File: src/rtl/exe_div_stage_if.sv
// exe_div_stage_if
//   Pipeline link around the Execute stage: the Decode->Execute offer
//   (DE_valid, de_*), the Execute->Memory offer (EM_valid, em_*) and the
//   two allowin back-pressure signals.
//   slave  : view used by the Execute stage itself.
//   master : view used by the surrounding pipeline (Decode/Memory side).
interface exe_div_stage_if;
    logic        DE_valid;
    logic        E_allowin;
    logic [31:0] de_pc;
    logic [31:0] de_alu_result;
    logic [31:0] de_src1;
    logic [31:0] de_src2;
    logic        de_div_en;
    logic [1:0]  de_div_op;
    logic        de_gr_we;
    logic [4:0]  de_dest;

    logic        M_allowin;
    logic        EM_valid;
    logic [31:0] em_pc;
    logic [31:0] em_result;
    logic        em_gr_we;
    logic [4:0]  em_dest;

    modport slave (
        input  DE_valid, de_pc, de_alu_result, de_src1, de_src2,
               de_div_en, de_div_op, de_gr_we, de_dest, M_allowin,
        output E_allowin, EM_valid, em_pc, em_result, em_gr_we, em_dest
    );

    modport master (
        output DE_valid, de_pc, de_alu_result, de_src1, de_src2,
               de_div_en, de_div_op, de_gr_we, de_dest, M_allowin,
        input  E_allowin, EM_valid, em_pc, em_result, em_gr_we, em_dest
    );
endinterface

File: src/rtl/exe_div_stage.sv
// exe_div_stage
//   Execute pipeline stage. Holds the DE->EM pipeline register, passes
//   single-cycle ALU results straight through, and stalls for a 32-step
//   radix-2 restoring divider for div.w / mod.w / div.wu / mod.wu.
// Ports:
//   clk_i      clock
//   rst_i      synchronous active-high reset
//   flush_i    kills the instruction held in Execute (exception/ertn)
//   pipe       exe_div_stage_if.slave: DE offer in, EM offer out, allowins
//   div_busy_o high while the divider is iterating
//
// state  | meaning
// -------+-----------------------------------------------------------
// S_IDLE | no divide in progress; ALU ops pass through
// S_CALC | divider iterating, one quotient bit per cycle
// S_DONE | divide result valid, held until it transfers to Memory
module exe_div_stage #(
    parameter int DIV_ITER = 32
) (
    input  logic             clk_i,
    input  logic             rst_i,
    input  logic             flush_i,
    exe_div_stage_if.slave   pipe,
    output logic             div_busy_o
);

    typedef enum logic [1:0] {
        S_IDLE = 2'd0,
        S_CALC = 2'd1,
        S_DONE = 2'd2
    } state_e;

    localparam logic [5:0] LAST_ITER = 6'(DIV_ITER - 1);

    state_e      state_q, state_d;

    logic        e_valid_q;
    logic [31:0] pc_q;
    logic [31:0] alu_q;
    logic [31:0] src1_q;
    logic [31:0] src2_q;
    logic        div_en_q;
    logic [1:0]  div_op_q;
    logic        gr_we_q;
    logic [4:0]  dest_q;

    logic [31:0] rem_q;
    logic [31:0] quot_q;
    logic [31:0] dvsr_q;
    logic [5:0]  cnt_q;

    logic        ready_go;
    logic        e_allowin;
    logic        em_valid;
    logic        de_fire;
    logic        em_fire;

    logic        signed_op;
    logic [31:0] abs1, abs2;
    logic [32:0] upper, diff;
    logic        ge;
    logic [31:0] q_fix, r_fix;

    // ---------------- handshake ----------------
    assign ready_go  = !div_en_q || (state_q == S_DONE);
    assign e_allowin = !e_valid_q || (ready_go && pipe.M_allowin);
    assign em_valid  = e_valid_q && ready_go;
    assign de_fire   = pipe.DE_valid && e_allowin && !flush_i;
    assign em_fire   = em_valid && pipe.M_allowin;

    always_ff @(posedge clk_i) begin
        if (rst_i) begin
            e_valid_q <= 1'b0;
            pc_q      <= '0;
            alu_q     <= '0;
            src1_q    <= '0;
            src2_q    <= '0;
            div_en_q  <= 1'b0;
            div_op_q  <= '0;
            gr_we_q   <= 1'b0;
            dest_q    <= '0;
        end else begin
            if (flush_i) begin
                e_valid_q <= 1'b0;
            end else if (e_allowin) begin
                e_valid_q <= pipe.DE_valid;
            end
            if (de_fire) begin
                pc_q     <= pipe.de_pc;
                alu_q    <= pipe.de_alu_result;
                src1_q   <= pipe.de_src1;
                src2_q   <= pipe.de_src2;
                div_en_q <= pipe.de_div_en;
                div_op_q <= pipe.de_div_op;
                gr_we_q  <= pipe.de_gr_we;
                dest_q   <= pipe.de_dest;
            end
        end
    end

    // ---------------- divider FSM ----------------
    always_ff @(posedge clk_i) begin
        if (rst_i) begin
            state_q <= S_IDLE;
        end else begin
            state_q <= state_d;
        end
    end

    always_comb begin
        state_d = state_q;
        case (state_q)
            S_IDLE: begin
                if (e_valid_q && div_en_q && !flush_i) begin
                    state_d = S_CALC;
                end
            end
            S_CALC: begin
                if (flush_i) begin
                    state_d = S_IDLE;
                end else if (cnt_q == LAST_ITER) begin
                    state_d = S_DONE;
                end
            end
            S_DONE: begin
                if (flush_i || em_fire) begin
                    state_d = S_IDLE;
                end
            end
            default: state_d = S_IDLE;
        endcase
    end

    // ---------------- divider datapath ----------------
    assign signed_op = !div_op_q[1];
    assign abs1 = (signed_op && src1_q[31]) ? (~src1_q + 32'd1) : src1_q;
    assign abs2 = (signed_op && src2_q[31]) ? (~src2_q + 32'd1) : src2_q;

    // Top 33 bits of {rem,quot} after the left shift. rem stays below the
    // divisor (or below 2^k after k steps when dividing by zero), so the
    // restored or subtracted remainder always fits back into 32 bits.
    assign upper = {rem_q, quot_q[31]};
    assign diff  = upper - {1'b0, dvsr_q};
    assign ge    = !diff[32];

    always_ff @(posedge clk_i) begin
        if (rst_i) begin
            rem_q  <= '0;
            quot_q <= '0;
            dvsr_q <= '0;
            cnt_q  <= '0;
        end else begin
            if (state_q == S_IDLE && state_d == S_CALC) begin
                rem_q  <= '0;
                quot_q <= abs1;
                dvsr_q <= abs2;
                cnt_q  <= '0;
            end else if (state_q == S_CALC) begin
                rem_q  <= ge ? diff[31:0] : upper[31:0];
                quot_q <= {quot_q[30:0], ge};
                cnt_q  <= cnt_q + 6'd1;
            end
        end
    end

    // Divide by zero naturally yields all-ones quotient and the dividend
    // magnitude as remainder; the quotient sign fixup is suppressed so the
    // signed case also reports 0xFFFFFFFF.
    assign q_fix = (signed_op && (src1_q[31] ^ src2_q[31]) && (src2_q != 32'd0))
                   ? (~quot_q + 32'd1) : quot_q;
    assign r_fix = (signed_op && src1_q[31]) ? (~rem_q + 32'd1) : rem_q;

    // ---------------- outputs ----------------
    assign pipe.E_allowin = e_allowin;
    assign pipe.EM_valid  = em_valid;
    assign pipe.em_pc     = pc_q;
    assign pipe.em_result = div_en_q ? (div_op_q[0] ? r_fix : q_fix) : alu_q;
    assign pipe.em_gr_we  = e_valid_q && gr_we_q;
    assign pipe.em_dest   = (e_valid_q && gr_we_q) ? dest_q : 5'd0;
    assign div_busy_o     = (state_q == S_CALC);

endmodule

File: src/flat_wrapper.sv
// flat-port wrapper written by rule: the top's interface ports become plain ports
module exe_div_stage_flat 
#(
    parameter int DIV_ITER = 32
)
  (clk_i, rst_i, flush_i, div_busy_o, pipe_DE_valid, pipe_de_pc, pipe_de_alu_result, pipe_de_src1, pipe_de_src2, pipe_de_div_en, pipe_de_div_op, pipe_de_gr_we, pipe_de_dest, pipe_M_allowin, pipe_E_allowin, pipe_EM_valid, pipe_em_pc, pipe_em_result, pipe_em_gr_we, pipe_em_dest);
  exe_div_stage_if pipe_i ();
  input  logic clk_i;
  input  logic rst_i;
  input  logic flush_i;
  output logic div_busy_o;
  input wire logic [$bits(pipe_i.DE_valid)-1:0] pipe_DE_valid;
  input wire logic [$bits(pipe_i.de_pc)-1:0] pipe_de_pc;
  input wire logic [$bits(pipe_i.de_alu_result)-1:0] pipe_de_alu_result;
  input wire logic [$bits(pipe_i.de_src1)-1:0] pipe_de_src1;
  input wire logic [$bits(pipe_i.de_src2)-1:0] pipe_de_src2;
  input wire logic [$bits(pipe_i.de_div_en)-1:0] pipe_de_div_en;
  input wire logic [$bits(pipe_i.de_div_op)-1:0] pipe_de_div_op;
  input wire logic [$bits(pipe_i.de_gr_we)-1:0] pipe_de_gr_we;
  input wire logic [$bits(pipe_i.de_dest)-1:0] pipe_de_dest;
  input wire logic [$bits(pipe_i.M_allowin)-1:0] pipe_M_allowin;
  output wire logic [$bits(pipe_i.E_allowin)-1:0] pipe_E_allowin;
  output wire logic [$bits(pipe_i.EM_valid)-1:0] pipe_EM_valid;
  output wire logic [$bits(pipe_i.em_pc)-1:0] pipe_em_pc;
  output wire logic [$bits(pipe_i.em_result)-1:0] pipe_em_result;
  output wire logic [$bits(pipe_i.em_gr_we)-1:0] pipe_em_gr_we;
  output wire logic [$bits(pipe_i.em_dest)-1:0] pipe_em_dest;
  assign pipe_i.DE_valid = pipe_DE_valid;
  assign pipe_i.de_pc = pipe_de_pc;
  assign pipe_i.de_alu_result = pipe_de_alu_result;
  assign pipe_i.de_src1 = pipe_de_src1;
  assign pipe_i.de_src2 = pipe_de_src2;
  assign pipe_i.de_div_en = pipe_de_div_en;
  assign pipe_i.de_div_op = pipe_de_div_op;
  assign pipe_i.de_gr_we = pipe_de_gr_we;
  assign pipe_i.de_dest = pipe_de_dest;
  assign pipe_i.M_allowin = pipe_M_allowin;
  assign pipe_E_allowin = pipe_i.E_allowin;
  assign pipe_EM_valid = pipe_i.EM_valid;
  assign pipe_em_pc = pipe_i.em_pc;
  assign pipe_em_result = pipe_i.em_result;
  assign pipe_em_gr_we = pipe_i.em_gr_we;
  assign pipe_em_dest = pipe_i.em_dest;
  exe_div_stage #(.DIV_ITER(DIV_ITER)) u_core (.clk_i(clk_i), .rst_i(rst_i), .flush_i(flush_i), .pipe(pipe_i), .div_busy_o(div_busy_o));
endmodule
File: config.mk
export PLATFORM = sky130hd
export DESIGN_NAME = exe_div_stage_flat
export DESIGN_NICKNAME = d
export VERILOG_FILES = /design/src/rtl/exe_div_stage_if.sv /design/src/rtl/exe_div_stage.sv /design/src/flat_wrapper.sv
export SDC_FILE = /design/constraint.sdc
export NUM_CORES = 1
export LEC_CHECK = 0
export CORE_UTILIZATION = 45
export CTS_CLUSTER_SIZE = 16
export DETAILED_ROUTE_END_ITERATION = 6
export GPL_TIMING_DRIVEN = 1
export PLACE_DENSITY = 0.68
export SLEW_MARGIN = 10
export SYNTH_ARGS = -nofsm -noshare
export SYNTH_HDL_FRONTEND = slang
export SYNTH_SLANG_ARGS = --single-unit
File: constraint.sdc
create_clock -name clk_i -period 6.9 [get_ports clk_i]
set_input_delay 1.38 -clock clk_i [delete_from_list [all_inputs] [get_ports clk_i]]
set_output_delay 1.38 -clock clk_i [all_outputs]
set_load 0.05 [all_outputs]
Word level (Yosys, flattened, before mapping)
Index checks and enable logic that the tools add are counted.

Bits in registers: 242. Input port bits: 142.

Bitwise operators: 5. Equal/unequal tests: 4. Add/subtract/negate cells: 6. Reduce and logical (&&, ||, !) cells: 26. Mux-type cells: 15.

Operators with widths (count): $mux W32 (9); $add A32 B1 Y32 const B (4); $not A32 Y32 (4); $sub A33 B32 Y33 (1); $reduce_bool A32 Y1 (1); $logic_and A1 B1 Y1 (13); $mux W2 (4); $add A6 B1 Y6 const B (1); $eq A6 B5 Y1 const B (1); $pmux W2 S3 (1); $logic_not A1 Y1 (5); $mux W5 (1); $eq A2 B1 Y1 const B (2); $reduce_or A2 Y1 (2); $logic_or A1 B1 Y1 (3); $eq A2 B2 Y1 const B (1); $logic_not A2 Y1 (1); $reduce_bool A2 Y1 (1); $xor A1 B1 Y1 (1).

Longest topological paths before layout
Gate-level depths: netlist of the first run.

Depth in word-level cells: 10. Mapped depth: 13.

Worst setup path after synthesis of the first run
Ideal clock, no wire load.

Kind: reg-to-output. Start point: register u_core.src2_q[2]. End point: output pipe_em_result[18]. Slack: 2215 ps. Arrival time: 3305 ps. Data required time: 5520 ps. Stages on the path, launching flop included: 10. Path through: dfxtp_1 > or4_1 > nor4_2 > nand4_1 > o21a_1 > clkbuf_8 > clkbuf_1 > o31ai_1 > xor2_1 > o21ai_0.

Longest elaborated chain between the ends: 5.

Ends and longest elaborated chain: from (decl) (line exe_div_stage.sv:41) `logic [31:0] src2_q;`; from (signal assigned) (line exe_div_stage.sv:92) `src2_q <= pipe.de_src2;`; $reduce_bool A32 Y1 (line exe_div_stage.sv:169) `assign q_fix = (signed_op && (src1_q[31] ^ src2_q[31]) && (src2_q != 32'd0))`; $logic_and A1 B1 Y1 (line exe_div_stage.sv:169); $mux W32 (line exe_div_stage.sv:170) `? (~quot_q + 32'd1) : quot_q;`; $mux W32 (2 in a row) (line exe_div_stage.sv:177) `assign pipe.em_result = div_en_q ? (div_op_q[0] ? r_fix : q_fix) : alu_q;`; to (decl) (line flat_wrapper.sv:25) `output wire logic [$bits(pipe_i.em_result)-1:0] pipe_em_result;`.

No other way between the ends.

Worst setup path after layout of the first run
Start point: register u_core.quot_q[2]. End point: output pipe_em_result[26].

Longest elaborated chain between the ends: 5.

Ends and longest elaborated chain: from (decl) (line exe_div_stage.sv:48) `logic [31:0] quot_q;`; from (signal assigned) (line exe_div_stage.sv:155) `quot_q <= abs1;`; from (signal assigned) (line exe_div_stage.sv:160) `quot_q <= {quot_q[30:0], ge};`; $not A32 Y32 (line exe_div_stage.sv:170); $add A32 B1 Y32 (line exe_div_stage.sv:170); $mux W32 (line exe_div_stage.sv:170); $mux W32 (2 in a row) (line exe_div_stage.sv:177).

No other way between the ends.

==> metrics.txt, run 1 <==
status=finished, violations left; failing checks=DRC; Setup Skew=0.01921 ns; CORE AREA=30830 um2; CTS tree=done; Synth Warn #=0; Worst Path Required=5.52 ns; Power, Total=3.459 mW; pre-CTS setup slack=1.639 ns; HP Start=u_core.alu_q[9]; buffers added on ports=214; P per Cell Area=roughly 200 nW/um2; Net Count, Synth=2091; Final min period=roughly 5.9 ns; Final Max Tran Viols=0; clk sinks=approximately 240; Leak=~6.5 nW; met1 Usage GRT=38.98%; Top Ports=215; die area=about 32000 um2; HP Class=flip-flop to flip-flop; top cells by count, synth=nand2_1, a21oi_1, dfxtp_1; Max Cap Viol=0; DRC Markers=7; register area share after synthesis=between 30 and 40%; DRT Pass-1 Iters=7; final design utilization=56.06%; post-CTS resize count=0; postcts setup bufs=0; non-filler cells in the finished layout=about 2.5k; global routing usage on met2=about two fifths; peak per-stage delay on the critical path=around 0.90 ns; Peak VDD IR=0.1889 mV; Yosys top cell area share=between 30% and 40%; clk root buf=clkbuf_16; Worst Hold Path Cells=2; Die Y=roughly 180 um; gr busiest metal=met2; max_slew headroom=between 20% and 30%; Worst-Margin Slew=about 1.1 ns; Routability Congestion=around 0.96; layout cells sized above 1=about 4.4%; Fin Hold WS=0.4525 ns; placed cells=between 2k and 2.5k; CTS Hold Buffers Added=0; Buffers & Inverters on Critical Path=1; final worst-path cycle share=between 80 and 90%; final worst slack=about 1.0 ns; Clock Path Buffers=3; post-detail-place hpwl=between 30000 and 40000 um; global route overflow=0; worst-path maximum fanout=7; DR vias=approximately 14k; top cells by area, synth=dfxtp_1, a21oi_1, nand2_1, xnor2_1, xor2_1; Cell Area, Placed=16440 um2; area leader, netlist=dfxtp_1; largest net degree at the start of global routing=between 100 and 150; area grow syn2layout=21.75%; Reg2Reg Capture Point=u_core.rem_q[27]; Critical Path End Type=output port; Cells after Synth=roughly 1.9k; Post-synth EDFFs=0; Starting Density=46.04%; mapped cell area=about 14000 um2; finished layout cell area=roughly 17000 um2; vias in the first global route=13.11k; Setup CP Type=flip-flop to output port; CTS Buf Count=27; nets=between 2k and 2.5k; Critical-path top delay cell=clkdlybuf4s50_1; most numerous cell in the Yosys netlist=nand2_1; Initial DRC Count=1237; CP Launch Type=flip-flop; post-route ant nets=0; reg-to-reg slack, setup=~3.3 ns; R2R depth=11; Synth cell types=between 70 and 80; RSZ-0062 raised after global routing=no; cell family with most CP delay=simple AND/OR/NAND/NOR gates; CP Cell Sequence=or4_4 -> nor4_1 -> nand2_1 -> or3_2 -> o41ai_1 -> nand3_1 -> o211ai_1 -> clkdlybuf4s50_1; Tot GR Track Use=between 20% and 30%; TNS Setup=0 ns; Final Hold Viols=0; RR Startpoint=u_core.rem_q[0]; worst setup path startpoint=u_core.quot_q[2]; Primary FF master, synth=dfxtp_1; first-pass GRT wire length=71230 um; ys async rst share=0%; Fmax achieved=around 0.17 GHz; Min-Delay Endpoint=u_core.alu_q[9]; Die W=179.6 um; Clock Latency Late Sink=around 0.55 ns; Clock transition at path regs=0.06 ns; # diodes=0; syn avg cell area=between 7 and 8 um2; Finish-stage setup viols=0; antenna violations before repair=0; DR vias/cell=roughly 5.8; met3 GRT Util=between 4 and 5%; number of synthesized register bits=between 200 and 250; H-tree levels=1; num rows=64; critical path arrival=4.48 ns; Routed WL per cell=between 15 and 20 um; Total Wirelength=roughly 45000 um
==> tightest hold or removal path: cells and delay by family, from the launching register on <==
family,cells,cell delay [ns]
AO/OA/AOI/OAI,1,0.05
flip-flops,1,0.31
AND/OR/NAND/NOR,1,0.05
==> report_power, final <==
part           leakage, nW  internal (mW)  total [mW]  switching (mW)
combinational         4.11          0.247       0.610           0.363
clock                0.423          0.787        1.37           0.586
sequential            1.97           1.44        1.48          0.0390
==> per-layer routing <==
layer  share of wire [%]  wire (um)
met5                   0          0
met4                 2.7       1197
met3                 6.8       3055
met2                  43      19160
met1                  48      21310
==> registers in the layout, indices dropped and copies added (netlist names) <==
signal / count
u_core.alu_q: 32
u_core.cnt_q: 6
u_core.dest_q: 5
u_core.div_en_q: 1
u_core.div_op_q: 2
u_core.dvsr_q: 32
u_core.e_valid_q: 1
u_core.gr_we_q: 1
u_core.pipe.em_pc: 32
u_core.quot_q: 32
u_core.rem_q: 32
u_core.src1_q: 32
u_core.src2_q: 32
u_core.state_q: 2
==> placed cells by master (no fill, tap or decap), types with 22 or more instances in the layout <==
master / n
xor2_1: 63
nor3_1: 47
a211oi_1: 28
ha_1: 37
a21oi_1: 284
o21ai_0: 73
clkbuf_16: 27
mux2i_1: 22
nand2_1: 369
nand3_1: 39
xnor2_1: 67
dfxtp_1: 242
nor2_1: 110
nand2b_1: 23
a22oi_1: 27
clkdlybuf4s50_1: 213
inv_1: 61
==> worst max-delay path by stage <==
stage / end / slack [ns] / cells after the start
after floorplan: pipe_em_result[18] / 2.22 / 9
after global placement: pipe_em_result[26] / 1.65 / 8
after detailed placement: pipe_em_result[26] / 1.64 / 8
after CTS: pipe_em_result[26] / 1.06 / 8
after global routing: pipe_em_result[26] / 0.84 / 8
final: pipe_em_result[26] / 1.04 / 8
==> cell type report <==
cell class	count	area, um2
well taps	396	495.5
inverters	62	232.7
fillers	2994	13550
clock inverters	8	58.81
multi-input cells	1477	8594
clock buffers	36	779.5
flip-flops and latches	242	4845
repair buffers	230	2276
==> cells by family after synthesis <==
family | share of synthesized area [%]
fa+ha+maj | 3.402
buf+inv | 5.438
compound gates | 24.09
mux | 1.657
simple gates | 23.26
flops | 34.13
xor+xnor | 8.021
Note: power is estimated with default switching activity, not from simulation.
==> run 2: changes to the inputs <==
==> constraint.sdc (replaced) <==
create_clock -name clk_i -period 5.69 [get_ports clk_i]
set_input_delay 1.138 -clock clk_i [delete_from_list [all_inputs] [get_ports clk_i]]
set_output_delay 1.138 -clock clk_i [all_outputs]
set_load 0.05 [all_outputs]
==> metrics.txt, run 2 (synthesis results as in run 1) <==
global route overflow=0 (unchanged); Worst Path Required=4.55 ns (was 5.52 ns); TNS Setup=0 ns (unchanged); Die Y=179.6 um (unchanged); largest net degree at the start of global routing=133 (was 132); Cell Area, Placed=16510 um2 (was 16440 um2); area grow syn2layout=23.09% (was 21.75%); critical path arrival=4.22 ns (was 4.48 ns); DR vias/cell=5.765 (was 5.790); CORE AREA=30830 um2 (unchanged); DRT Pass-1 Iters=7 (unchanged); Fmax achieved=between 0.15 and 0.2 GHz; final design utilization=56.68% (was 56.06%); Routability Congestion=0.9529 (was 0.9596); RSZ-0062 raised after global routing=no (unchanged); die area=32260 um2 (unchanged); status=finished, violations left (unchanged); Die W=179.6 um (unchanged); HP Class=flip-flop to flip-flop (unchanged); multi-input logic area=8600 um2 (was 8594 um2); CTS tree=done (unchanged); Starting Density=46.04% (unchanged); Final Hold Viols=0 (unchanged); commonest non-fill, non-tap cell in the layout=nand2_1 (unchanged); Routed WL per cell=18.27 um (was 18.25 um); fill count=2911 (was 2994); layout cells sized above 1=4.983% (was 4.380%); CP Launch Type=flip-flop (unchanged); DR vias=14.20k (was 14.19k); CTS Buf Count=27 (unchanged); pre-CTS setup slack=0.7364 ns (was 1.639 ns); clk root buf=clkbuf_16 (unchanged); antenna violations before repair=0 (unchanged); num rows=64 (unchanged); worst-path maximum fanout=7 (unchanged); final worst slack=0.3350 ns (was 1.044 ns); Initial DRC Count=1186 (was 1237); non-filler cells in the finished layout=2463 (was 2451); # diodes=0 (unchanged); post-route ant nets=0 (unchanged); DRC Markers=7 (unchanged); clk sinks=242 (unchanged); final worst-path cycle share=~94%; placed cells=2415 (was 2407); Final Max Tran Viols=0 (unchanged); buffers added on ports=214 (unchanged); Clock Latency Late Sink=0.56 ns (was 0.55 ns); Finish-stage setup viols=0 (unchanged); Final min period=roughly 5.4 ns; post-detail-place hpwl=33200 um (was 32570 um); Setup CP Type=flip-flop to output port (unchanged); H-tree levels=1 (unchanged); Clock Path Buffers=3 (unchanged); max_slew headroom=33.55% (was 28.08%); Peak VDD IR=0.2772 mV (was 0.1889 mV); Total Wirelength=45000 um (was 44720 um); Setup Skew=0.01159 ns (was 0.01921 ns); first-pass GRT wire length=71360 um (was 71230 um); finished layout cell area=17470 um2 (was 17280 um2); commonest cells after routing, fill and taps aside=nand2_1, a21oi_1, dfxtp_1 (unchanged); vias in the first global route=13.28k (was 13.11k); Critical Path End Type=output port (unchanged); CTS Hold Buffers Added=0 (unchanged); Clock transition at path regs=0.06 ns (about the same); Top Ports=215 (unchanged); FF+latch area=4845 um2 (unchanged); Worst-Margin Slew=0.9967 ns (was 1.079 ns); Tot GR Track Use=26.96% (was 26.90%); Leak=6.618 nW (was 6.502 nW); nets=2228 (was 2220); Max Cap Viol=0 (unchanged); failing checks=DRC (unchanged); P per Cell Area=251.4 nW/um2 (was 200.2 nW/um2)
[run 2: worst paths after layout]
path,startpoint,cells past startpoint,slack [ns],endpoint
max,u_core.quot_q[2],8,0.34,pipe_em_result[26]
min,u_core.alu_q[9],2,0.45,u_core.alu_q[9]
max reg2reg,u_core.rem_q[0],11,1.67,u_core.rem_q[9]
min reg2reg,u_core.alu_q[9],2,0.45,u_core.alu_q[9]
[run 2: power breakdown]
group	switching (mW)	internal, mW
registers	0.0503	1.74
logic	0.436	0.302
clock network	0.748	1.11
[run 2: final cells by class]
class | instances | share of cell area, %
Multi-Input combinational cell | 1477 | 49.22
Clock inverter | 11 | 0.8951
Clock buffer | 37 | 4.540
Sequential cell | 242 | 27.73
Inverter | 62 | 1.332
Tap cell | 396 | 2.836
Timing Repair Buffer | 238 | 13.46
[run 2: metal layers]
layer	vias to the layer above	global-route usage [%]	wire (um)
li1	7018	-	-
met4	0	8.517	1316
met3	71	4.680	3166
met1	6631	38.20	21290
met2	479	41.47	19230
met5	-	0	0
[run 2: repair_timing]
action,CTS,global route
endpoints found under the setup margin,0,5
setup buffers,0,0
gates resized for setup,0,3
[run 2: per-stage QoR]
step,hold slack [ns],total power [mW]
after floorplan,0.4318,2.291
after CTS,0.4540,4.418
after detailed placement,0.4455,2.562
final,0.4526,4.393
after global routing,0.4700,4.564
after global placement,0.4385,2.551
[run 2: critical path, stage by stage, from the launching register on]
cell,delay [ns]
dfxtp_1,0.38
or4_4,0.60
nor4_2,0.33
nand2_1,0.24
or3_2,0.55
o41ai_1,0.35
nand3_1,0.12
o211ai_1,0.19
clkdlybuf4s50_1,0.89
